<file path="src/rtl/data_mem_ctrl.sv">
// Data-side memory controller: turns byte/half/word load-store requests into
// word accesses on a one-cycle-latency RAM, with read-modify-write for sub-word stores.
module data_mem_ctrl #(
  parameter int ADDR_W = 12
) (
  input  logic              clk,
  input  logic              nrst,
  input  logic              cpu_read,
  input  logic              cpu_write,
  input  logic [31:0]       cpu_addr,
  input  logic [1:0]        cpu_size,
  input  logic              cpu_unsigned,
  input  logic [31:0]       cpu_wdata,
  output logic              cpu_busy,
  output logic              cpu_done,
  output logic              cpu_fault,
  output logic [31:0]       cpu_rdata,
  output logic [ADDR_W-1:0] ram_addr,
  output logic [31:0]       ram_wdata,
  output logic              ram_we,
  input  logic [31:0]       ram_rdata
);

  typedef enum logic [1:0] {
    IDLE = 2'd0,
    RD   = 2'd1,
    CAP  = 2'd2,
    WR   = 2'd3
  } state_t;

  localparam logic [1:0] SIZE_BYTE = 2'b00;
  localparam logic [1:0] SIZE_HALF = 2'b01;
  localparam logic [1:0] SIZE_WORD = 2'b10;
  localparam logic [1:0] SIZE_BAD  = 2'b11;

  state_t      state;
  state_t      state_next;
  logic        done_next;
  logic        fault_next;
  logic        req;
  logic        accept;
  logic        bad_access;

  logic [1:0]  lane_q;
  logic [1:0]  size_q;
  logic        unsigned_q;
  logic        write_q;
  logic [15:0] wdata_q;

  logic [31:0] lane_shifted;
  logic [7:0]  sel_byte;
  logic [15:0] sel_half;
  logic [31:0] load_data;
  logic [31:0] merge_mask;
  logic [31:0] merge_ins;
  logic [31:0] merged_word;

  assign cpu_busy = (state != IDLE);
  assign ram_we   = (state == WR);
  assign req      = cpu_read | cpu_write;
  assign accept   = (state == IDLE) && req;

  // Any one of these rejects the request before the RAM is touched.
  always_comb begin
    bad_access = 1'b0;
    if (cpu_read && cpu_write)                             bad_access = 1'b1;
    if (cpu_size == SIZE_BAD)                              bad_access = 1'b1;
    if (cpu_size == SIZE_HALF && cpu_addr[0])              bad_access = 1'b1;
    if (cpu_size == SIZE_WORD && cpu_addr[1:0] != 2'b00)   bad_access = 1'b1;
    if (|cpu_addr[31:ADDR_W+2])                            bad_access = 1'b1;
  end

  always_comb begin
    state_next = state;
    done_next  = 1'b0;
    fault_next = 1'b0;
    unique case (state)
      IDLE: begin
        if (accept) begin
          if (bad_access) begin
            done_next  = 1'b1;
            fault_next = 1'b1;
          end else if (cpu_write && cpu_size == SIZE_WORD) begin
            state_next = WR;
          end else begin
            state_next = RD;
          end
        end
      end
      RD: state_next = CAP;
      CAP: begin
        if (write_q) begin
          state_next = WR;
        end else begin
          state_next = IDLE;
          done_next  = 1'b1;
        end
      end
      WR: begin
        state_next = IDLE;
        done_next  = 1'b1;
      end
      default: state_next = IDLE;
    endcase
  end

  always_ff @(posedge clk or negedge nrst) begin
    if (!nrst) state <= IDLE;
    else       state <= state_next;
  end

  // Load path: pick the addressed lane out of the returned word, then extend.
  always_comb begin
    lane_shifted = ram_rdata >> {lane_q, 3'b000};
    sel_byte     = lane_shifted[7:0];
    sel_half     = lane_q[1] ? ram_rdata[31:16] : ram_rdata[15:0];
    unique case (size_q)
      SIZE_BYTE: load_data = {{24{~unsigned_q & sel_byte[7]}}, sel_byte};
      SIZE_HALF: load_data = {{16{~unsigned_q & sel_half[15]}}, sel_half};
      default:   load_data = ram_rdata;
    endcase
  end

  // Store path: replace only the target lane, keep the other bytes of the old word.
  always_comb begin
    if (size_q == SIZE_BYTE) begin
      merge_mask = 32'h0000_00FF << {lane_q, 3'b000};
      merge_ins  = {4{wdata_q[7:0]}};
    end else begin
      merge_mask = 32'h0000_FFFF << {lane_q[1], 4'b0000};
      merge_ins  = {2{wdata_q}};
    end
    merged_word = (ram_rdata & ~merge_mask) | (merge_ins & merge_mask);
  end

  always_ff @(posedge clk or negedge nrst) begin
    if (!nrst) begin
      cpu_done   <= 1'b0;
      cpu_fault  <= 1'b0;
      cpu_rdata  <= 32'd0;
      ram_addr   <= '0;
      ram_wdata  <= 32'd0;
      lane_q     <= 2'b00;
      size_q     <= 2'b00;
      unsigned_q <= 1'b0;
      write_q    <= 1'b0;
      wdata_q    <= 16'd0;
    end else begin
      cpu_done  <= done_next;
      cpu_fault <= fault_next;
      if (accept && !bad_access) begin
        ram_addr   <= cpu_addr[ADDR_W+1:2];
        lane_q     <= cpu_addr[1:0];
        size_q     <= cpu_size;
        unsigned_q <= cpu_unsigned;
        write_q    <= cpu_write;
        wdata_q    <= cpu_wdata[15:0];
        if (cpu_write) ram_wdata <= cpu_wdata;
      end
      if (state == CAP) begin
        if (write_q) ram_wdata <= merged_word;
        else         cpu_rdata <= load_data;
      end
    end
  end

endmodule
</file>
<file path="config.mk">
export PLATFORM = sky130hd
export DESIGN_NAME = data_mem_ctrl
export DESIGN_NICKNAME = d
export VERILOG_FILES = /design/src/rtl/data_mem_ctrl.sv
export SDC_FILE = /design/constraint.sdc
export NUM_CORES = 1
export LEC_CHECK = 0
export BUFFER_PORTS_ARGS = -buffer_cell sky130_fd_sc_hd__buf_2
export CAP_MARGIN = 20
export CORE_MARGIN = 2
export CORE_UTILIZATION = 50
export CTS_CLUSTER_SIZE = 24
export DETAILED_ROUTE_END_ITERATION = 12
export HOLD_SLACK_MARGIN = 0.12
export PLACE_DENSITY = 0.81
export RECOVER_POWER = 25
export SLEW_MARGIN = 20
export SYNTH_ARGS = -nofsm -noshare
export SYNTH_HDL_FRONTEND = slang
export SYNTH_SLANG_ARGS = --single-unit
export TNS_END_PERCENT = 10
</file>
<file path="constraint.sdc">
create_clock -name clk -period 2.3 [get_ports clk]
set_input_delay 0.115 -clock clk [delete_from_list [all_inputs] [get_ports clk]]
set_output_delay 0.115 -clock clk [all_outputs]
set_load 0.02 [all_outputs]
</file>
==> results.toml, run 1 <==
[power_and_ir_drop]
leakagePower_nw = 3.32
power_mw = 3.50
ir_worst_vdd_v = 0.000254
p_per_area_mw_per_mm2 = 498

[layout]
fill_cells = 735
final_common_cell = "buf_2"
layout.cells.non_filler = 872
syn2layout_area_growth_pct = 40.3
seq_area_mm2 = 0.00255
multi_input_area_mm2 = 0.00230
final_cell_mix = "buf_2 (181), dfrtp_1 (102), dlygate4sd3_1 (71), nand2_1 (65), a21oi_1 (46)"
drive_gt1_share_pct = 36.4
nets = 836

[global_route]
grt_pass1_vias = 5198
grt_start_max_net_pins = 47
antenna_found_initial = 0
grt_pass1_wl_um = 27500
grt_overflow = 0
grt_usage_pct = 32.3

[clocking]
numClockSinks = 102
cts_root_buffer = "clkbuf_8"
cts_buffers = 9
post-cts-setup-buffer-count = 0
cts_tree = "built"
htreeDepth = 3
path_clk_slew_ns = 0.10
cts.path.max_buffers = 2
clkLatencyLatePin_ns = 0.39

[outcome]
outcome = "complete, no violations"

[floorplan]
core-area_mm2 = 0.00973
dieArea_mm2 = 0.0108
ios = 183
rows = 36
die_w_um = 104
start_util_pct = 51.5
fp.dieH_um = 104

[placement]
dpl.hpwl_um = 11800
io_buffers = 182
dp.cells = 784
gp_congestion = 0.939

[sta]
fin_skew_ns = 0.0236
max_slew_margin_pct = 22.8
period_minus_slack_ns = 2.12
period_share_pct = 92.1
tns_ns = 0
worst_hold_slack_ns = 0.120
rsz0062_at_grt = "false"
maxSlewViolCount = 0
hold_violations = 0
max_freq_mhz = 472
worst_slew_pin_slew_ns = 1.16
setup_viol = 0

[synth]
yosys_warnings = 0
synth_edf_count = 0
async_flop_share_pct = 100
synth.avg_cell_area_um2 = 10.2
yosys.area.top_type = "dfrtp_1"
yosys-top-cells-area = "dfrtp_1 (51%), mux2_2 (7.6%), a221o_1 (6.2%)"
yosysSeqAreaShare_pct = 50.9
syn_nets = 592
synth_top_area_share_pct = 50.9
synthFlopType = "dfrtp_1"
synth.distinct_cells = 49
synth-seq-cells = 102
synthCells = 489
syn-cell-area_mm2 = 0.00501

[worst_hold_path]
hp-class = "in -> reg"

[detailed_routing]
wl_per_cell_um = 20.0
wl_um = 17500
num_vias = 5279
drtAntennaViolNets = 0
viasPerCell = 6.05
firstDrtPassIters = 9
drc = 0
drtIter0Drc = 586

[worst_setup_path]
path_max_fanout = 41
cp_data_required_time_ns = 2.56
worstSetupEndpointType = "flip-flop"
criticalPathCategory = "in -> reg"
startpoint_type = "primary input"
arrival_ns = 2.38

[job]
cap_viol_max_count = 0
worst max-delay path: stages:
cell and delay, ns:
dlygate4sd3_1 0.53, buf_2 0.15, a211oi_1 0.26, o211ai_1 0.27, nor4_4 0.38, buf_12 0.27
mux2_2 0.37
registers in the layout (all words and copies together), names as in the netlist, 2 cells and up:
name	flops
cpu_rdata	32
ram_wdata	32
wdata_q	16
ram_addr	12
lane_q	2
size_q	2
state	2
cells by family after synthesis:
group | synth area share [%]
AOI/OAI and AO/OA | 24.0
buffers and inverters | 3.45
DFF | 50.9
muxes | 9.14
and+or+nand+nor | 12.5
metrics by stage:
stage | setup WS [ns] | instance area [um2] | util, %
after global placement | 0.401 | 6110 | 62.8
after global routing | 0.0632 | 7020 | 72.2
after CTS | 0.175 | 7020 | 72.1
after floorplan | 0.479 | 5010 | -
after detailed placement | 0.323 | 6110 | 62.8
final | 0.183 | 7030 | 72.2
cell usage after synthesis, types with 2 or more instances:
cell type and number:
nor4_1 3, a21oi_1 46, o211ai_1 2, inv_1 6, nand3_1 7, a211oi_1 13, o21a_1 9, mux2_1 2
a22o_1 3, a222oi_1 4, nor2_1 40, a22oi_1 8, o21ai_0 28, o31a_1 3, mux2i_1 3, or3b_2 2
o21ba_2 6, nand2_1 65, dfrtp_1 102, o22ai_1 2, buf_2 9, nand2b_1 2, a31oi_1 3, o221a_2 3
buf_1 2, clkinv_1 2, mux2_2 34, nor3_1 4, clkbuf_1 24, o2111ai_1 3, a221o_1 31
routing by layer:
metal  vias to the layer above  share of wire, %  global-route usage, %
li1                       2307                 -                      -
met1                      2517                38                   41.8
met2                       376                48                   51.9
met3                        79               9.1                   6.08
met4                         0               4.8                   16.9
met5                         -                 0                      0
final cells by class:
class | instances | share of cell area [%]
clock buffers | 9 | 1.76
well taps | 133 | 2.37
inverters | 8 | 0.427
clock inverters | 7 | 1.10
repair buffers | 268 | 25.2
diodes | 1 | 0.0356
flip-flops and latches | 102 | 36.3
multi-input cells | 344 | 32.8
path summary, 6_finish.rpt:
path	from	end	slack, ns	depth (start not counted)
min in group asynchronous	nrst	ram_wdata[27]	0.48	2
setup reg to reg	state[0]	ram_wdata[14]	0.24	6
setup / recovery	cpu_write	wdata_q[5]	0.18	7
hold reg to reg	cpu_rdata[0]	cpu_rdata[0]	0.51	2
hold / removal	cpu_wdata[30]	ram_wdata[30]	0.12	4
max in group asynchronous	nrst	ram_addr[3]	0.90	3
repair_timing:
action                                 in CTS  in global routing
resized for setup                           0                  1
setup endpoints to repair                   0                  3
endpoints found under the hold margin     129                  1
hold buffers                               70                  1
where the power goes:
part	leakage [nW]	total (mW)	internal [mW]	switching [mW]
Clock	0.101	1.20	0.518	0.681
Sequential	1.19	1.85	1.83	0.0216
Combinational	2.02	0.448	0.219	0.229
Power figures use the tool's default switching activity.
==> run 2: changes to the inputs <==
--- a/config.mk
+++ b/config.mk
@@ -7,7 +7,7 @@
 export LEC_CHECK = 0
 export BUFFER_PORTS_ARGS = -buffer_cell sky130_fd_sc_hd__buf_2
 export CAP_MARGIN = 20
-export CORE_MARGIN = 2
+export CORE_MARGIN = 8
 export CORE_UTILIZATION = 50
 export CTS_CLUSTER_SIZE = 24
 export DETAILED_ROUTE_END_ITERATION = 12
==> run 2 against run 1 <==
  * Sequential share of layout area is 0.30 points higher
  * Wire length is 4.7% higher
  * Power is 3.0% lower
  * Clock power is 8% lower
  * Combinational power hardly changed
  * First-iteration DRC count stayed put
  * Final area is 0.82% lower
  * Final cell count is 0.34% higher
  * Die area is 24% higher
==> results.toml, run 2 (synthesized netlist as in run 1, its figures left out) <==
[outcome]
outcome = "complete, no violations"

[worst_setup_path]
critPathTopFamily = "buffers and inverters"
cp_data_required_time_ns = 2.54
slowest_stage = "dlygate4sd3_1"
startpoint_type = "primary input"
worst-path-buf-inv = 3
max_stage_delay_ns = 0.55
reg2reg_setup_slack_ns = 0.25
worstSetupEndpointType = "flip-flop"
path_max_fanout = 32
cp_cell_sequence = "dlygate4sd3_1 > buf_2 > a211oi_1 > o211ai_1 > nor4_4 > nor2_2 > buf_4 > a221o_1"
criticalPathCategory = "in -> reg"
arrival_ns = 2.36

[detailed_routing]
wl_per_cell_um = 20.9
drc = 0
num_vias = 5243
drtAntennaViolNets = 0
wl_um = 18300
firstDrtPassIters = 5
viasPerCell = 5.99
drtIter0Drc = 586

[sta]
rsz0062_at_grt = "false"
worst_slew_pin_slew_ns = 0.977
fin_skew_ns = 0.0112
maxSlewViolCount = 0
setup_viol = 0
period_minus_slack_ns = 2.12
hold_violations = 0
max_slew_margin_pct = 34.9
max_freq_mhz = 472
period_share_pct = 92.2
tns_ns = 0

[job]
cap_viol_max_count = 0

[floorplan]
rows = 36
dieArea_mm2 = 0.0135
start_util_pct = 51.5
die_w_um = 116
core-area_mm2 = 0.00973
fp.dieH_um = 116
ios = 183

[global_route]
grt_pass1_wl_um = 27800
grt_overflow = 0
grt_pass1_vias = 5227
grt_usage_pct = 26.8
antenna_found_initial = 2
grt_start_max_net_pins = 66

[placement]
dp.cells = 786
gp_congestion = 0.968
placed_cell_area_mm2 = 0.00612
dpl.hpwl_um = 12800
io_buffers = 182

[clocking]
cts_tree = "built"
cts_hold_buf = 71
cts_buffers = 9
cts_root_buffer = "clkbuf_8"
ctsResizeCount = 0
cts.path.max_buffers = 2
htreeDepth = 3
clkLatencyLatePin_ns = 0.37
post-cts-setup-buffer-count = 0
numClockSinks = 102
path_clk_slew_ns = 0.10

[power_and_ir_drop]
share_comb_of_total_power_pct = 13.1
leakagePower_nw = 3.21
clock_power_share_pct = 32.4
ir_worst_vdd_v = 0.000298
p_sw_share_pct = 25.0
seqPwrFrac_pct = 54.5
p_int_mw = 2.54
p_per_area_mw_per_mm2 = 487
switching_power_mw = 0.850

[worst_hold_path]
hp-class = "in -> reg"

[layout]
nets = 838
fill_cells = 727
drive_gt1_share_pct = 31.5
stdcell_area_mm2 = 0.00697
final_common_cell = "buf_2"
reg.largest.list = "cpu_rdata: 32 flops, ram_wdata: 32 flops, wdata_q: 16 flops"
layout.cells.non_filler = 875
syn2layout_area_growth_pct = 39.1
final_cell_mix = "buf_2 (147), dfrtp_1 (102), dlygate4sd3_1 (71), nand2_1 (65), a21oi_1 (46)"
fin_util_pct = 71.6
==> run 2: area by class of cell <==
cell class / count / area, um2 / area share [%]
Antenna cell: 2 / 5.00 / 0.0718
Clock buffer: 12 / 135 / 1.94
Clock inverter: 4 / 47.5 / 0.682
Inverter: 8 / 30.0 / 0.431
Multi-Input combinational cell: 344 / 2300 / 33.0
Sequential cell: 102 / 2550 / 36.6
Tap cell: 133 / 166 / 2.39
Timing Repair Buffer: 270 / 1730 / 24.8
==> run 2: final timing paths <==
| check | depth (start not counted) | start | end |
|---|---|---|---|
| hold reg to reg | 1 | ram_addr[10] | ram_addr[10] |
| setup reg to reg | 5 | size_q[0] | cpu_rdata[22] |
| setup / recovery | 8 | cpu_read | ram_wdata[17] |
| hold / removal | 3 | ram_rdata[6] | cpu_rdata[6] |
| max in group asynchronous | 3 | nrst | ram_wdata[6] |
| min in group asynchronous | 2 | nrst | ram_wdata[28] |
==> run 2: power groups by stage <==
stage	Sequential (mW)	Combinational [mW]	Clock [mW]
4_1_cts	1.85	0.440	1.12
5_1_grt	1.85	0.474	1.18
6_report	1.85	0.445	1.10
3_3_place_gp	1.88	0.339	0
3_5_place_dp	1.88	0.346	0
2_1_floorplan	1.93	0.0759	0
==> run 2: layer usage <==
| layer | part of all wire [%] | GRT usage, % | up-vias |
|---|---|---|---|
| met5 | 0 | 0 | - |
| li1 | - | - | 2317 |
| met4 | 5.0 | 17.3 | 0 |
| met3 | 9.5 | 4.55 | 84 |
| met1 | 38 | 33.7 | 2499 |
| met2 | 48 | 42.0 | 343 |
==> run 2: tightest hold or removal path, stage by stage <==
cell,delay [ns]
buf_2,0.11
a222oi_1,0.10
a21oi_1,0.15
==> run 2: through the flow <==
step	hold slack, ns	setup slack [ns]	power (mW)
2_1_floorplan	-0.181	0.479	2.01
3_3_place_gp	0.104	0.397	2.22
3_5_place_dp	0.114	0.331	2.23
4_1_cts	0.132	0.268	3.41
5_1_grt	0.136	0.0483	3.51
6_report	0.152	0.180	3.39
==> run 3: changes to the inputs <==
--- a/config.mk
+++ b/config.mk
@@ -14,6 +14,7 @@
 export HOLD_SLACK_MARGIN = 0.12
 export PLACE_DENSITY = 0.81
 export RECOVER_POWER = 25
+export SETUP_SLACK_MARGIN = 0.5
 export SLEW_MARGIN = 20
 export SYNTH_ARGS = -nofsm -noshare
 export SYNTH_HDL_FRONTEND = slang
==> run 3 against run 2 <==
  * Final area grew 1.6%
  * Register-to-register slack improved by 0.27 ns
  * Global-route usage grew 0.47 points
  * First-iteration DRC count is 14% higher
  * Sequential share of layout area shrank 0.49 points
==> results.toml, run 3 (synthesized netlist as in run 1, its figures left out) <==
[worst_hold_path]
hp-class = "in -> reg"

[detailed_routing]
wl_um = 18500
num_vias = 5296
drtIter0Drc = 666
viasPerCell = 6.03
firstDrtPassIters = 5
drc = 0
wl_per_cell_um = 21.1
drtAntennaViolNets = 0

[power_and_ir_drop]
switching_power_mw = 0.917
p_sw_share_pct = 26.4
seqPwrFrac_pct = 53.2
ir_worst_vdd_v = 0.000356
p_int_mw = 2.56
p_per_area_mw_per_mm2 = 490
leakagePower_nw = 3.28
share_comb_of_total_power_pct = 12.7
clock_power_share_pct = 34.0

[sta]
max_slew_margin_pct = 33.3
period_share_pct = 77.4
worst_hold_slack_ns = 0.131
rsz0062_at_grt = "true"
period_minus_slack_ns = 1.78
max_freq_mhz = 562
finalWorstSetupSlack_ns = 0.519
worst_slew_pin_slew_ns = 1.00
tns_ns = 0
fin_skew_ns = 0.0121
maxSlewViolCount = 0
setup_viol = 0
hold_violations = 0

[floorplan]
rows = 36
fp.dieH_um = 116
dieArea_mm2 = 0.0135
start_util_pct = 51.5
core-area_mm2 = 0.00973
ios = 183
die_w_um = 116

[layout]
stdcell_area_mm2 = 0.00708
drive_gt1_share_pct = 34.9
nets = 841
final_common_cell = "buf_2"
syn2layout_area_growth_pct = 41.4
reg.largest.list = "cpu_rdata: 32 flops, ram_wdata: 32 flops, wdata_q: 16 flops"
final_cell_mix = "buf_2 (154), dfrtp_1 (97), dlygate4sd3_1 (70), nand2_1 (64), a21oi_1 (46)"
fill_cells = 726

[clocking]
cts.path.max_buffers = 2
cts_tree = "built"
path_clk_slew_ns = 0.11
cts_root_buffer = "clkbuf_8"
cts_buffers = 9
clkLatencyLatePin_ns = 0.37
htreeDepth = 3
numClockSinks = 102

[global_route]
grt_start_max_net_pins = 65
grt_pass1_vias = 5282
antenna_found_initial = 0
grt_overflow = 0
grt_pass1_wl_um = 28600
grt_usage_pct = 27.2

[placement]
gp_congestion = 0.919
io_buffers = 182
place_ws_ns = 0.296
placed_cell_area_mm2 = 0.00611
dpl.hpwl_um = 12500

[worst_setup_path]
criticalPathCategory = "reg -> reg"
slowest_stage = "dfrtp_2"
max_stage_delay_ns = 0.48
cp_cell_sequence = "nor2_4 > o21ai_2 > nor4_4 > buf_4 > buf_6 > mux2_1"
startpoint_type = "flip-flop"
cp_data_required_time_ns = 2.56
path_max_fanout = 11
worstSetupEndpointType = "flip-flop"
arrival_ns = 2.04

[job]
cap_viol_max_count = 0

[outcome]
outcome = "complete, no violations"
-- run 3: changes by cell type in the layout (fill, tap and decap cells not counted), sizes merged --
cell	change
dlygate4sd3	-1
buf	+11
inv	+3
clkinv	-1
clkbuf	-9
-- run 3: per-layer routing --
| layer | track usage (%) | part of all wire, % |
|---|---|---|
| met1 | 35.6 | 39 |
| met2 | 44.9 | 49 |
| met3 | 3.98 | 8.7 |
| met4 | 10.4 | 3.2 |
| met5 | 0 | 0 |
-- run 3: through the flow --
step | power (mW) | util, % | instances
2_1_floorplan | 2.01 | - | 489
3_3_place_gp | 2.22 | 62.8 | 785
3_5_place_dp | 2.23 | 62.8 | 785
4_1_cts | 3.47 | 72.6 | 873
5_1_grt | 3.59 | 72.7 | 876
6_report | 3.47 | 72.8 | 878
-- run 3: final cells by class --
| type | count | area (um2) | area share [%] |
|---|---|---|---|
| multi-input combinational | 344 | 2340 | 33.1 |
| antenna | 2 | 5.00 | 0.0707 |
| tap | 133 | 166 | 2.35 |
| timing repair buffer | 273 | 1780 | 25.1 |
| clock buffer | 10 | 128 | 1.80 |
| inverter | 8 | 31.3 | 0.442 |
| clock inverter | 6 | 68.8 | 0.972 |
| sequential | 102 | 2560 | 36.1 |
-- run 3: worst max-delay path: cells and delay by family, from the launching register on --
kind	cells	cell delay [ns]
flops	1	0.48
buf+inv	2	0.36
compound gates	1	0.09
simple gates	2	0.38
mux	1	0.35
-- run 3: worst paths after layout --
path | from | end | slack, ns | depth (start not counted)
max reg2reg | state[1] | ram_addr[6] | 0.52 | 6
max in group asynchronous | nrst | ram_wdata[17] | 0.96 | 3
min | cpu_wdata[30] | ram_wdata[30] | 0.13 | 4
max | state[1] | ram_addr[6] | 0.52 | 6
min in group asynchronous | nrst | ram_wdata[28] | 0.44 | 2
min reg2reg | ram_addr[10] | ram_addr[10] | 0.50 | 1
-- run 3: what timing repair did --
action                                 in CTS  in global routing
resized for setup                          13                 12
gates cloned                                1                  0
setup buffers                               1                  3
endpoints found under the hold margin     123                  0
hold buffers                               70                  0
pin swaps                                   1                  3
setup endpoints to repair                  81                 87
-- run 3: power groups by stage --
stage               clock [mW]  sequential, mW  combinational (mW)
CTS                       1.19            1.85               0.436
floorplan                    0            1.93              0.0759
global placement             0            1.88               0.334
global route              1.26            1.85               0.473
finish                    1.18            1.85               0.443
detailed placement           0            1.88               0.342
